`src/rtl/truth_table_sequencer_pkg.sv`:
```
// truth_table_seq_pkg: shared state encoding and vector-count helper for the truth-table sequencer.
package truth_table_seq_pkg;
  typedef enum logic [1:0] {IDLE, WAIT, SAMPLE, DONE} state_t;
  function automatic int vec_count(input int n);
    return 1 << n;
  endfunction
endpackage

```
`src/rtl/truth_table_sequencer_if.sv`:
```
// truth_table_sequencer_if: host-side request/result bundle; master = host, slave = sequencer.
interface truth_table_sequencer_if
  import truth_table_seq_pkg::*;
#(
  parameter int N_IN  = 2,
  parameter int N_OUT = 2
);
  localparam int V = vec_count(N_IN);
  logic                 start;
  logic [N_OUT*V-1:0]   exp_table;
  logic                 busy;
  logic                 done;
  logic                 pass;
  logic [V-1:0]         fail_vec;
  logic [N_IN-1:0]      first_fail;
  logic [N_OUT*V-1:0]   captured;
  modport master (output start, exp_table, input busy, done, pass, fail_vec, first_fail, captured);
  modport slave  (input start, exp_table, output busy, done, pass, fail_vec, first_fail, captured);
endinterface

```
`src/rtl/truth_table_sequencer_settle_timer.sv`:
```
// seq_settle_timer: loadable down-counter holding each vector for SETTLE cycles; zero flags expiry.
module seq_settle_timer #(
  parameter int SETTLE = 1
) (
  input  logic clk,
  input  logic rst_n,
  input  logic load,
  input  logic dec,
  output logic zero
);
  localparam int W = $clog2(SETTLE + 1);
  logic [W-1:0] cnt;
  assign zero = cnt == '0;
  always_ff @(posedge clk or negedge rst_n) begin
    if (!rst_n) cnt <= '0;
    else if (load) cnt <= W'(SETTLE - 1);
    else if (dec && !zero) cnt <= cnt - W'(1);
  end
endmodule

```
`src/rtl/truth_table_sequencer.sv`:
```
// truth_table_sequencer: clocked exhaustive sweep of a logic unit against an expected truth table.
// Define SEQ_STOP_ON_FAIL_EN to end the sweep at the first mismatching vector.
module truth_table_sequencer
  import truth_table_seq_pkg::*;
#(
  parameter int N_IN   = 2,
  parameter int N_OUT  = 2,
  parameter int SETTLE = 1
) (
  input  logic                 clk,
  input  logic                 rst_n,
  truth_table_sequencer_if.slave host,
  output logic [N_IN-1:0]      dut_in,
  input  logic [N_OUT-1:0]     dut_out
);
  localparam int V = vec_count(N_IN);
  state_t               state, state_nx;
  logic [N_IN:0]        idx;
  logic [N_OUT*V-1:0]   exp_q;
  logic [N_OUT*V-1:0]   captured;
  logic [V-1:0]         fail_vec;
  logic [N_IN-1:0]      first_fail;
  logic                 pass;
  logic                 tmr_load, tmr_zero, mismatch, last, stop;
  logic [N_IN-1:0]      i_lo;
  assign i_lo     = idx[N_IN-1:0];
  assign mismatch = dut_out != exp_q[int'(i_lo)*N_OUT +: N_OUT];
  assign last     = idx == (N_IN+1)'(V - 1);
`ifdef SEQ_STOP_ON_FAIL_EN
  assign stop = last || mismatch;
`else
  assign stop = last;
`endif
  assign host.busy       = state != IDLE;
  assign host.done       = state == DONE;
  assign host.pass       = pass;
  assign host.fail_vec   = fail_vec;
  assign host.first_fail = first_fail;
  assign host.captured   = captured;
  seq_settle_timer #(.SETTLE(SETTLE)) u_timer (
    .clk  (clk),
    .rst_n(rst_n),
    .load (tmr_load),
    .dec  (state == WAIT),
    .zero (tmr_zero)
  );
  always_comb begin
    state_nx = state;
    tmr_load = 1'b0;
    case (state)
      IDLE: begin
        state_nx = host.start ? WAIT : IDLE;
        tmr_load = host.start;
      end
      WAIT:   state_nx = tmr_zero ? SAMPLE : WAIT;
      SAMPLE: begin
        state_nx = stop ? DONE : WAIT;
        tmr_load = !stop;
      end
      default: state_nx = IDLE;
    endcase
  end
  always_ff @(posedge clk or negedge rst_n) begin
    if (!rst_n) state <= IDLE;
    else state <= state_nx;
  end
  // pass is resolved on the edge into DONE so it already reflects the final sample while done is high
  always_ff @(posedge clk or negedge rst_n) begin
    if (!rst_n) begin
      idx        <= '0;
      exp_q      <= '0;
      captured   <= '0;
      fail_vec   <= '0;
      first_fail <= '0;
      pass       <= 1'b0;
      dut_in     <= '0;
    end else if (state == IDLE && host.start) begin
      idx        <= '0;
      exp_q      <= host.exp_table;
      captured   <= '0;
      fail_vec   <= '0;
      first_fail <= '0;
      pass       <= 1'b0;
      dut_in     <= '0;
    end else if (state == SAMPLE) begin
      captured[int'(i_lo)*N_OUT +: N_OUT] <= dut_out;
      if (mismatch) fail_vec[i_lo] <= 1'b1;
      if (mismatch && !(|fail_vec)) first_fail <= i_lo;
      if (stop) pass <= !(|fail_vec || mismatch);
      else begin
        idx    <= idx + (N_IN+1)'(1);
        dut_in <= i_lo + N_IN'(1);
      end
    end
  end
endmodule

```
`src/flat_wrapper.sv`:
```
// flat-port wrapper written by rule: the top's interface ports become plain ports
module truth_table_sequencer_flat import truth_table_seq_pkg::*;
#(
  parameter int N_IN   = 2,
  parameter int N_OUT  = 2,
  parameter int SETTLE = 1
)
  (clk, rst_n, dut_in, dut_out, host_start, host_exp_table, host_busy, host_done, host_pass, host_fail_vec, host_first_fail, host_captured);
  truth_table_sequencer_if #(.N_IN(N_IN), .N_OUT(N_OUT)) host_i ();
  input  logic clk;
  input  logic rst_n;
  output logic [N_IN-1:0] dut_in;
  input  logic [N_OUT-1:0] dut_out;
  input wire logic [$bits(host_i.start)-1:0] host_start;
  input wire logic [$bits(host_i.exp_table)-1:0] host_exp_table;
  output wire logic [$bits(host_i.busy)-1:0] host_busy;
  output wire logic [$bits(host_i.done)-1:0] host_done;
  output wire logic [$bits(host_i.pass)-1:0] host_pass;
  output wire logic [$bits(host_i.fail_vec)-1:0] host_fail_vec;
  output wire logic [$bits(host_i.first_fail)-1:0] host_first_fail;
  output wire logic [$bits(host_i.captured)-1:0] host_captured;
  assign host_i.start = host_start;
  assign host_i.exp_table = host_exp_table;
  assign host_busy = host_i.busy;
  assign host_done = host_i.done;
  assign host_pass = host_i.pass;
  assign host_fail_vec = host_i.fail_vec;
  assign host_first_fail = host_i.first_fail;
  assign host_captured = host_i.captured;
  truth_table_sequencer #(.N_IN(N_IN), .N_OUT(N_OUT), .SETTLE(SETTLE)) u_core (.clk(clk), .rst_n(rst_n), .host(host_i), .dut_in(dut_in), .dut_out(dut_out));
endmodule
```
`config.mk`:
```
export PLATFORM = sky130hd
export DESIGN_NAME = truth_table_sequencer_flat
export DESIGN_NICKNAME = d
export VERILOG_FILES = /design/src/rtl/truth_table_sequencer_pkg.sv /design/src/rtl/truth_table_sequencer_if.sv /design/src/rtl/truth_table_sequencer_settle_timer.sv /design/src/rtl/truth_table_sequencer.sv /design/src/flat_wrapper.sv
export SDC_FILE = /design/constraint.sdc
export NUM_CORES = 1
export LEC_CHECK = 0
export CAP_MARGIN = 30
export CORE_UTILIZATION = 49
export CTS_BUF_LIST = sky130_fd_sc_hd__clkbuf_4 sky130_fd_sc_hd__clkbuf_8
export CTS_CLUSTER_SIZE = 20
export DETAILED_ROUTE_END_ITERATION = 12
export DONT_BUFFER_PORTS = 1
export GPL_TIMING_DRIVEN = 0
export PLACE_DENSITY = 0.7
export SYNTH_ARGS = -nofsm -noshare
export SYNTH_HDL_FRONTEND = slang
export SYNTH_SLANG_ARGS = --single-unit
```
`constraint.sdc`:
```
create_clock -name clk -period 4.74 [get_ports clk]
set_input_delay 0.711 -clock clk [delete_from_list [all_inputs] [get_ports clk]]
set_output_delay 0.711 -clock clk [all_outputs]
set_load 0.02 [all_outputs]
```
Yosys cells after proc, flatten, opt, wreduce, memory -nomap -nowiden
Index checks and enable logic that the tools add are counted.

Add/subtract/negate cells: 4. Bitwise operators: 1. Reduce and logical (&&, ||, !) cells: 20. Shift-type cells: 3. Equal/unequal tests: 6. Mux-type cells: 27. Order comparisons: 2.

Operator list (number): negation 3 -> 33 bit (1); variable shift 2 x 33 -> 8 bit (first input constant) (1); variable part select 2 x 33 -> 8 bit (1); 2-to-1 mux 2 bit (8); 2-to-1 mux 8 bit (2); 2-to-1 mux 4 bit (3); nonzero test 2 bit (6); 2-to-1 mux 3 bit (3); bitwise mux 8 bit (1); AND reduction 2 bit (4); variable part select 8 x 4 -> 2 bit (1); 2-to-1 mux 1 bit (7); one-hot mux 2 bit (3 select lines) (1); equality test 2 bit (second input constant) (2); logical AND 1 bit (4); bitwise OR 4 bit (1); OR reduction 4 bit (1); adder 3 x 1 -> 3 bit (second input constant) (1); equality test 3 x 2 -> 1 bit (second input constant) (1); zero test 1 bit (3); < comparator 2 x 3 -> 1 bit (second input constant) (1); adder 2 x 1 -> 2 bit (second input constant) (1); demux 1 bit (select 2 bit) (1); equality test 2 x 1 -> 1 bit (second input constant) (1); other kinds (7) (7).

Bits of input ports: 13. Word-level logic and storage cells: 72. Output and inout port bits: 19. Register bits: 31.

Depth between registers and ports, before layout
Gate-level depths: netlist of run 1.

Depth after elaboration: 8. Mapped depth: 8.

Modules after synthesis
From an unflattened synthesis of run 1, not the netlist that was laid out.

Cell total of the unflattened synthesis: 127. Area total of the unflattened synthesis: 1437.6 sq um.

Modules (own cells, without submodules): truth_table_sequencer (cells each 124, area each 1396.3 sq um, seq. area each 700.7 sq um, instances 1); seq_settle_timer (cells each 3, area each 41.3 sq um, seq. area each 25.0 sq um, instances 1).

Worst setup path before layout of run 1
Ideal clock, no wire load.

Path type: register -> register. Start: reg u_core.fail_vec[2] (netlist: u_core.host.fail_vec[2]). End: reg u_core.first_fail[0] (netlist: u_core.host.first_fail[0]). Stages on the path, launching flop included: 5. Buffers on the path: 0. Path slack: 2.991 ns. Data required time: 4.614 ns. Period minus slack after synthesis: 1.749 ns. Setup time: 0.126 ns. Data arrival time: 1.623 ns. Path through: dfrtp_1 > or4_4 > or3_1 > o21ba_1 > mux2i_1.

Word-level cells in the longest chain between the ends: 5.

Ends and longest elaborated chain: from (decl) (line truth_table_sequencer.sv:21) `logic [V-1:0] fail_vec;`; from (signal assigned) (line truth_table_sequencer.sv:73) `fail_vec <= '0;`; from (signal assigned) (line truth_table_sequencer.sv:81) `fail_vec <= '0;`; from (signal, indexed assignment) (line truth_table_sequencer.sv:87) `if (mismatch) fail_vec[i_lo] <= 1'b1;`; OR reduction 4 bit (line truth_table_sequencer.sv:88) `if (mismatch && !(|fail_vec)) first_fail <= i_lo;`; zero test 1 bit (line truth_table_sequencer.sv:88); logical AND 1 bit (line truth_table_sequencer.sv:88); nonzero test 2 bit (no source line); AND reduction 2 bit (no source line); to (signal assigned) (line truth_table_sequencer.sv:88); to (decl) (line truth_table_sequencer.sv:22) `logic [N_IN-1:0] first_fail;`.

No other way between the ends. A chain may end at the register's enable or synchronous reset.

Worst setup path after layout of run 1
Start: reg u_core.idx[0]. End: reg u_core.fail_vec[2] (netlist: u_core.host.fail_vec[2]).

Word-level cells in the longest chain between the ends: 8. Elaborated cells between the ends (all ways): 13. Classes of those cells: order compare: 2; eq/ne: 1; shift: 1; mux: 5; bitwise: 1; reduce/logical: 3.

Ends and longest elaborated chain: from (decl) (line truth_table_sequencer.sv:18) `logic [N_IN:0] idx;`; from (signal assigned) (line truth_table_sequencer.sv:91) `idx <= idx + (N_IN+1)'(1);`; < comparator 2 x 3 -> 1 bit (not written as such) / greater-or-equal comparator 2 x 1 -> 1 bit (equally long branches) (line truth_table_sequencer.sv:87); logical AND 1 bit (not written as such) (line truth_table_sequencer.sv:87); 2-to-1 mux 1 bit (not written as such) (line truth_table_sequencer.sv:87); demux 1 bit (select 2 bit); bitwise OR 4 bit (no source line); 2-to-1 mux 4 bit (line truth_table_sequencer.sv:87); 2-to-1 mux 4 bit (line truth_table_sequencer.sv:85) `end else if (state == SAMPLE) begin`; 2-to-1 mux 4 bit (line truth_table_sequencer.sv:77) `end else if (state == IDLE && host.start) begin`.

Parallel ways exist; a longest one is shown, timed or not. The select of a mux whose other input is x is not followed.

==> flow_metrics.env, run 1 <==
export IMPL_status="completed"
export IMPL_critical_path_max_fanout=10
export IMPL_cts_htree_levels=2
export IMPL_skew_ps=9.35
export IMPL_post_route_util_pct=56.3
export IMPL_regArea_um2=726
export IMPL_async_flop_share_pct=100
export IMPL_num_antenna_cells=0
export IMPL_final_cell_mix="36 x nand2_1, 29 x dfrtp_1, 16 x nor2_1"
export IMPL_wire_per_inst_um=14.4
export IMPL_setup_viol=0
export IMPL_dp_hpwl_um=2040
export IMPL_slowest_stage="dfrtp_1"
export IMPL_ff2ff_setup_slack_ps=2850
export IMPL_cts_sinks=29
export IMPL_synth_top_area_share_pct=49.8
export IMPL_synth_seq_cells=29
export IMPL_fp_dieH_um=56.5
export IMPL_period_minus_slack_ps=1890
export IMPL_layout_setup_ws_ps=2850
export IMPL_yosys_area_top_type="dfrtp_1"
export IMPL_cp_startpoint="u_core.idx[0]"
export IMPL_power_per_cell_area_nw_per_um2=620
export IMPL_worst_path_buf_inv=1
export IMPL_drtAntennaViolNets=0
export IMPL_postSynthCellCount=154
export IMPL_remaining_drc_errors=0
export IMPL_grt_overflow=0
export IMPL_place_gp_congestion=0.781
export IMPL_relSlewSlack_pct=69.9
export IMPL_fill_cells=239
export IMPL_grt_max_degree=30
export IMPL_crit_path_end="u_core.host.fail_vec[2]"
export IMPL_grt_pass1_wl_um=4910
export IMPL_vias=1094
export IMPL_yosys_warnings=0
export IMPL_cts_resized_gates=0
export IMPL_hold_class="in2async"
export IMPL_slowest_delay_ps=450
export IMPL_ys_types=29
export IMPL_required_ps=4970
export IMPL_timing_rr_start="u_core.idx[0]"
export IMPL_tightest_slew_ps=451
export IMPL_synth_flop_cell="dfrtp_1"
export IMPL_busiest_layer="met2"
export IMPL_crit_path_end_kind="flip-flop"
export IMPL_reg2reg_depth=6
export IMPL_cts_hold_fix_buffers=0
export IMPL_cp_cell_sequence="buf_6 -> mux2i_1 -> xor2_1 -> and3_1 -> a21oi_1 -> a32o_1"
export IMPL_post_cts_setup_buffers=0
export IMPL_clockBufferDepth=2
export IMPL_syn_area_um2=1460
export IMPL_dr_pass1_iters=5
export IMPL_leakage_nw=0.742
export IMPL_use_met2_pct=32.9
export IMPL_globalRouteMet1Util_pct=23.9
export IMPL_initialDrtViolationCount=33
export IMPL_post_dp_cell_area_um2=1500
export IMPL_drive_gt1_share_pct=8.02
export IMPL_portBuffers=0
export IMPL_rows=19
export IMPL_core_area_um2=2780
export IMPL_critPathKind="reg2reg"
export IMPL_post_place_ws_ps=2890
export IMPL_nets=182
export IMPL_synth_seq_area_share_pct=49.8
export IMPL_slew_viol_final=0
export IMPL_use_met3_pct=6.68
export IMPL_crit_path_start_kind="flip-flop"
export IMPL_hold_viol=0
export IMPL_die_width_um=56.5
export IMPL_synthTopCellsByArea="dfrtp_1 50%, nand2_1 9.3%, ha_1 6.9%"
export IMPL_critical_path_cell_count=6
export IMPL_worstSkewPairLatency_ps=340
export IMPL_clk_pin_slew_ps=90
export IMPL_cts_inserted_buffers=5
export IMPL_max_cap_viol_count=0
export IMPL_syn_area_per_cell_um2=9.47
export IMPL_crit_family="flip-flops"
export IMPL_r2r_end="u_core.host.fail_vec[2]"
export IMPL_multi_input_area_um2=668
export IMPL_rsz0062_at_grt="false"
export IMPL_fmax_ghz=0.530
export IMPL_wl_um=2790
export IMPL_worst_ep_arrival_time_ps=2120
export IMPL_stdcell_area_um2=1570
export IMPL_first_global_vias=1141
export IMPL_start_util_pct=52.4
export IMPL_antenna_found_initial=0
export IMPL_dieArea_um2=3200
export IMPL_io_pins=32
export IMPL_cts_tree="built"
export IMPL_finalCritPeriodShare_pct=39.8
export IMPL_grt_usage_pct=20.3
export IMPL_ir_drop_mv=0.399
export IMPL_syn_nets=175
export IMPL_area_growth_pct=7.47
export IMPL_setup_tns_ps=0
export IMPL_layout_commonest_cell="nand2_1"
export IMPL_synth_edff_count=0
export IMPL_clockRootBuffer="clkbuf_4"
export IMPL_post_drt_via_cell_ratio=5.67
worst min-delay path by stage:
| stage | cells after the start | end | slack (ps) | startpoint |
|---|---|---|---|---|
| after detailed placement | 0 | u_core.host.fail_vec[3] | 420 | rst_n |
| after global routing | 0 | u_core.exp_q[2] | 40 | rst_n |
| after floorplan | 0 | u_core.exp_q[0] | 420 | rst_n |
| after global placement | 0 | u_core.host.fail_vec[3] | 420 | rst_n |
| after CTS | 0 | u_core.idx[1] | 50 | rst_n |
| final | 0 | u_core.host.fail_vec[1] | 50 | rst_n |
layout make-up:
cell class / instances / share of cell area, %
Sequential cell: 29 / 46.3
Multi-Input combinational cell: 112 / 42.7
Clock buffer: 7 / 4.15
Buffer: 7 / 2.64
Tap cell: 31 / 2.48
Inverter: 6 / 1.44
Clock inverter: 1 / 0.319
registers in the layout, summed over array words and instances (netlist names):
register                cells
u_core.state                2
u_core.host.fail_vec        4
u_core.host.captured        8
u_core.idx                  3
u_core.host.first_fail      2
u_core.exp_q                8
u_core.host.pass            1
u_core.u_timer.cnt          1
power breakdown:
group	switching, W	internal, W
combinational	0.000234	0.000150
clock	0.0000854	0.0000858
sequential	0.0000954	0.000322
total	0.000415	0.000557
cells in the mapped netlist (all sizes together), types with 3 or more instances:
master and count:
buf 3, mux2i 5, nor3 6, nand2 36, a32o 4, nor2 16, dfrtp 29, ha 8
a21oi 7, nand2b 3, inv 6, xnor2 3, o21ai 3, a22oi 4, clkbuf 4
layer usage:
metal | wire length (um) | vias to the layer above | part of all wire [%]
met4 | 71 | 0 | 2.5
li1 | - | 529 | -
met3 | 167 | 10 | 6.0
met2 | 1330 | 37 | 48
met1 | 1220 | 518 | 44
met5 | 0 | - | 0
metrics by stage:
step / hold WS [ps] / std cells / power, W
global route: 37.5 / 193 / 0.00105
detailed placement: 416 / 185 / 0.000807
finish: 53.9 / 193 / 0.000972
CTS: 46.2 / 193 / 0.000979
floorplan: 415 / 154 / 0.000724
global placement: 416 / 185 / 0.000792
cells by family (layout without fill, tap and decap cells):
logic type | count (synthesis) | count (layout) | synth area share, %
AND/OR/NAND/NOR | 71 | 71 | 21.3
flip-flops | 29 | 29 | 49.8
AO/OA/AOI/OAI | 23 | 23 | 11.2
buffers and inverters | 13 | 21 | 4.38
adder cells (fa/ha/maj) | 8 | 8 | 6.87
XOR/XNOR | 5 | 5 | 3.00
multiplexers | 5 | 5 | 3.43
Note: power is estimated with default switching activity, not from simulation.
==> run 2, diff against run 1 <==
==> constraint.sdc (replaced) <==
create_clock -name clk -period 1.9 [get_ports clk]
set_input_delay 0.285 -clock clk [delete_from_list [all_inputs] [get_ports clk]]
set_output_delay 0.285 -clock clk [all_outputs]
set_load 0.02 [all_outputs]
==> run 2 against run 1 <==
  * Routed wire length up 2.0%
  * Utilization rose by 1.9 points
  * Sequential power rose to 2.5 times the previous value
  * Register-to-register slack worse by 2800 ps
  * Clock skew shrank 1.7 ps
  * Worst setup slack got worse by 2800 ps
  * Non-clock buffer count increased by 3
  * Worst hold slack worse by 4.8 ps
  * Final area grew 3.4%
  * Sequential share of layout area decreased by 1.3 points
==> flow_metrics.env, run 2 (synthesized netlist as in run 1, its figures left out) <==
export IMPL_status="completed"
export IMPL_layout_commonest_cell="nand2_1"
export IMPL_power_per_cell_area_nw_per_um2=1540
export IMPL_cts_inserted_buffers=5
export IMPL_largestRegisters="u_core.exp_q: 8 flops, u_core.host.captured: 8 flops, u_core.host.fail_vec: 4 flops"
export IMPL_crit_path_start_kind="flip-flop"
export IMPL_fp_dieH_um=56.5
export IMPL_num_antenna_cells=0
export IMPL_cts_htree_levels=2
export IMPL_portBuffers=0
export IMPL_max_cap_viol_count=0
export IMPL_combPwrFrac_pct=41.1
export IMPL_worst_ep_arrival_time_ps=2070
export IMPL_critPathKind="reg2reg"
export IMPL_critical_path_max_fanout=3
export IMPL_p_int_w=0.00143
export IMPL_tightest_slew_ps=442
export IMPL_post_drt_via_cell_ratio=5.57
export IMPL_die_width_um=56.5
export IMPL_skew_ps=7.66
export IMPL_first_global_vias=1157
export IMPL_grt_pass1_wl_um=4940
export IMPL_clockRootBuffer="clkbuf_4"
export IMPL_crit_path_end_kind="flip-flop"
export IMPL_wire_per_inst_um=14.5
export IMPL_leakage_nw=0.758
export IMPL_core_area_um2=2780
export IMPL_layout_setup_ws_ps=53.8
export IMPL_switching_share_pct=42.9
export IMPL_grt_max_degree=30
export IMPL_initialDrtViolationCount=29
export IMPL_p_switching_w=0.00107
export IMPL_clk_pin_slew_ps=90
export IMPL_rsz0062_at_grt="true"
export IMPL_fill_cells=237
export IMPL_required_ps=2130
export IMPL_post_dp_cell_area_um2=1500
export IMPL_place_gp_congestion=0.781
export IMPL_clockBufferDepth=2
export IMPL_setup_viol=0
export IMPL_relSlewSlack_pct=70.5
export IMPL_start_util_pct=52.4
export IMPL_area_growth_pct=11.1
export IMPL_fmax_ghz=0.542
export IMPL_finalCritPeriodShare_pct=97.2
export IMPL_stdcell_area_um2=1620
export IMPL_drtAntennaViolNets=0
export IMPL_grt_usage_pct=20.4
export IMPL_post_route_util_pct=58.2
export IMPL_ir_drop_mv=1.03
export IMPL_remaining_drc_errors=0
export IMPL_wl_um=2840
export IMPL_final_cell_mix="36 x nand2_1, 27 x dfrtp_1, 15 x nor2_1"
export IMPL_cts_sinks=29
export IMPL_vias=1092
export IMPL_antenna_found_initial=0
export IMPL_dieArea_um2=3200
export IMPL_power_clock_fraction_pct=17.1
export IMPL_worstSkewPairLatency_ps=340
export IMPL_hold_class="in2reg"
export IMPL_period_minus_slack_ps=1850
export IMPL_dp_hpwl_um=2040
export IMPL_io_pins=32
export IMPL_hold_viol=0
export IMPL_drive_gt1_share_pct=12.1
export IMPL_cts_tree="built"
export IMPL_nets=185
export IMPL_post_place_ws_ps=47.3
export IMPL_rows=19
export IMPL_slew_viol_final=0
export IMPL_dr_pass1_iters=4
export IMPL_grt_overflow=0
export IMPL_setup_tns_ps=0
export IMPL_seqPwrFrac_pct=41.9
==> run 2: final cells by class <==
cell class	instances	area (um^2)	area share, %
Multi-Input combinational cell	112	681	42.0
Tap cell	31	38.8	2.40
Clock inverter	1	5.00	0.309
Sequential cell	29	728	45.0
Buffer	7	41.3	2.55
Clock buffer	7	65.1	4.02
Inverter	6	22.5	1.39
Timing Repair Buffer	3	37.5	2.32
==> run 2: final timing paths <==
| path | start | end | slack [ps] | cells past startpoint |
|---|---|---|---|---|
| min in group asynchronous | rst_n | u_core.idx[0] | 380 | 2 |
| max in group asynchronous | rst_n | u_core.idx[1] | 1350 | 2 |
| max | u_core.host.fail_vec[2] | u_core.host.first_fail[0] | 50 | 4 |
| max reg2reg | u_core.host.fail_vec[2] | u_core.host.first_fail[0] | 50 | 4 |
| min | host_exp_table[2] | u_core.exp_q[2] | 50 | 2 |
| min reg2reg | u_core.exp_q[1] | u_core.exp_q[1] | 480 | 2 |
==> run 2: metal layers <==
metal  track usage, %  vias up  share of wire [%]
met1             23.9      512                 43
met2             33.3       39                 48
li1                 -      534                  -
met5                0        -                  0
met3             6.22        7                6.3
met4             11.1        0                2.4
==> run 2: timing repair <==
item	4_1_cts	5_1_grt
setup endpoints to repair	0	10
hold buffers	2	0
setup buffers	0	1
endpoints found under the hold margin	29	0
resized for setup	0	5
==> run 2: worst max-delay path, stage by stage (launching register included) <==
cell	delay (ps)
dfrtp_1	490
or4_4	600
or3_1	340
o21ba_1	190
mux2i_1	110
==> run 2: per-stage QoR <==
stage          power [W]  hold slack [ps]  std cells
2_1_floorplan    0.00181            -10.6        154
5_1_grt          0.00270             52.2        196
4_1_cts          0.00246             38.2        195
3_3_place_gp     0.00197            -9.86        185
3_5_place_dp     0.00201            -9.77        185
6_report         0.00250             49.1        196
==> run 2: power groups by stage <==
stage                     combinational [W]  clock, W  sequential (W)
after global routing                0.00117  0.000456         0.00108
final                               0.00103  0.000427         0.00105
after floorplan                    0.000794         0         0.00101
after global placement             0.000934         0         0.00104
after detailed placement           0.000959         0         0.00105
after CTS                          0.000983  0.000438         0.00104
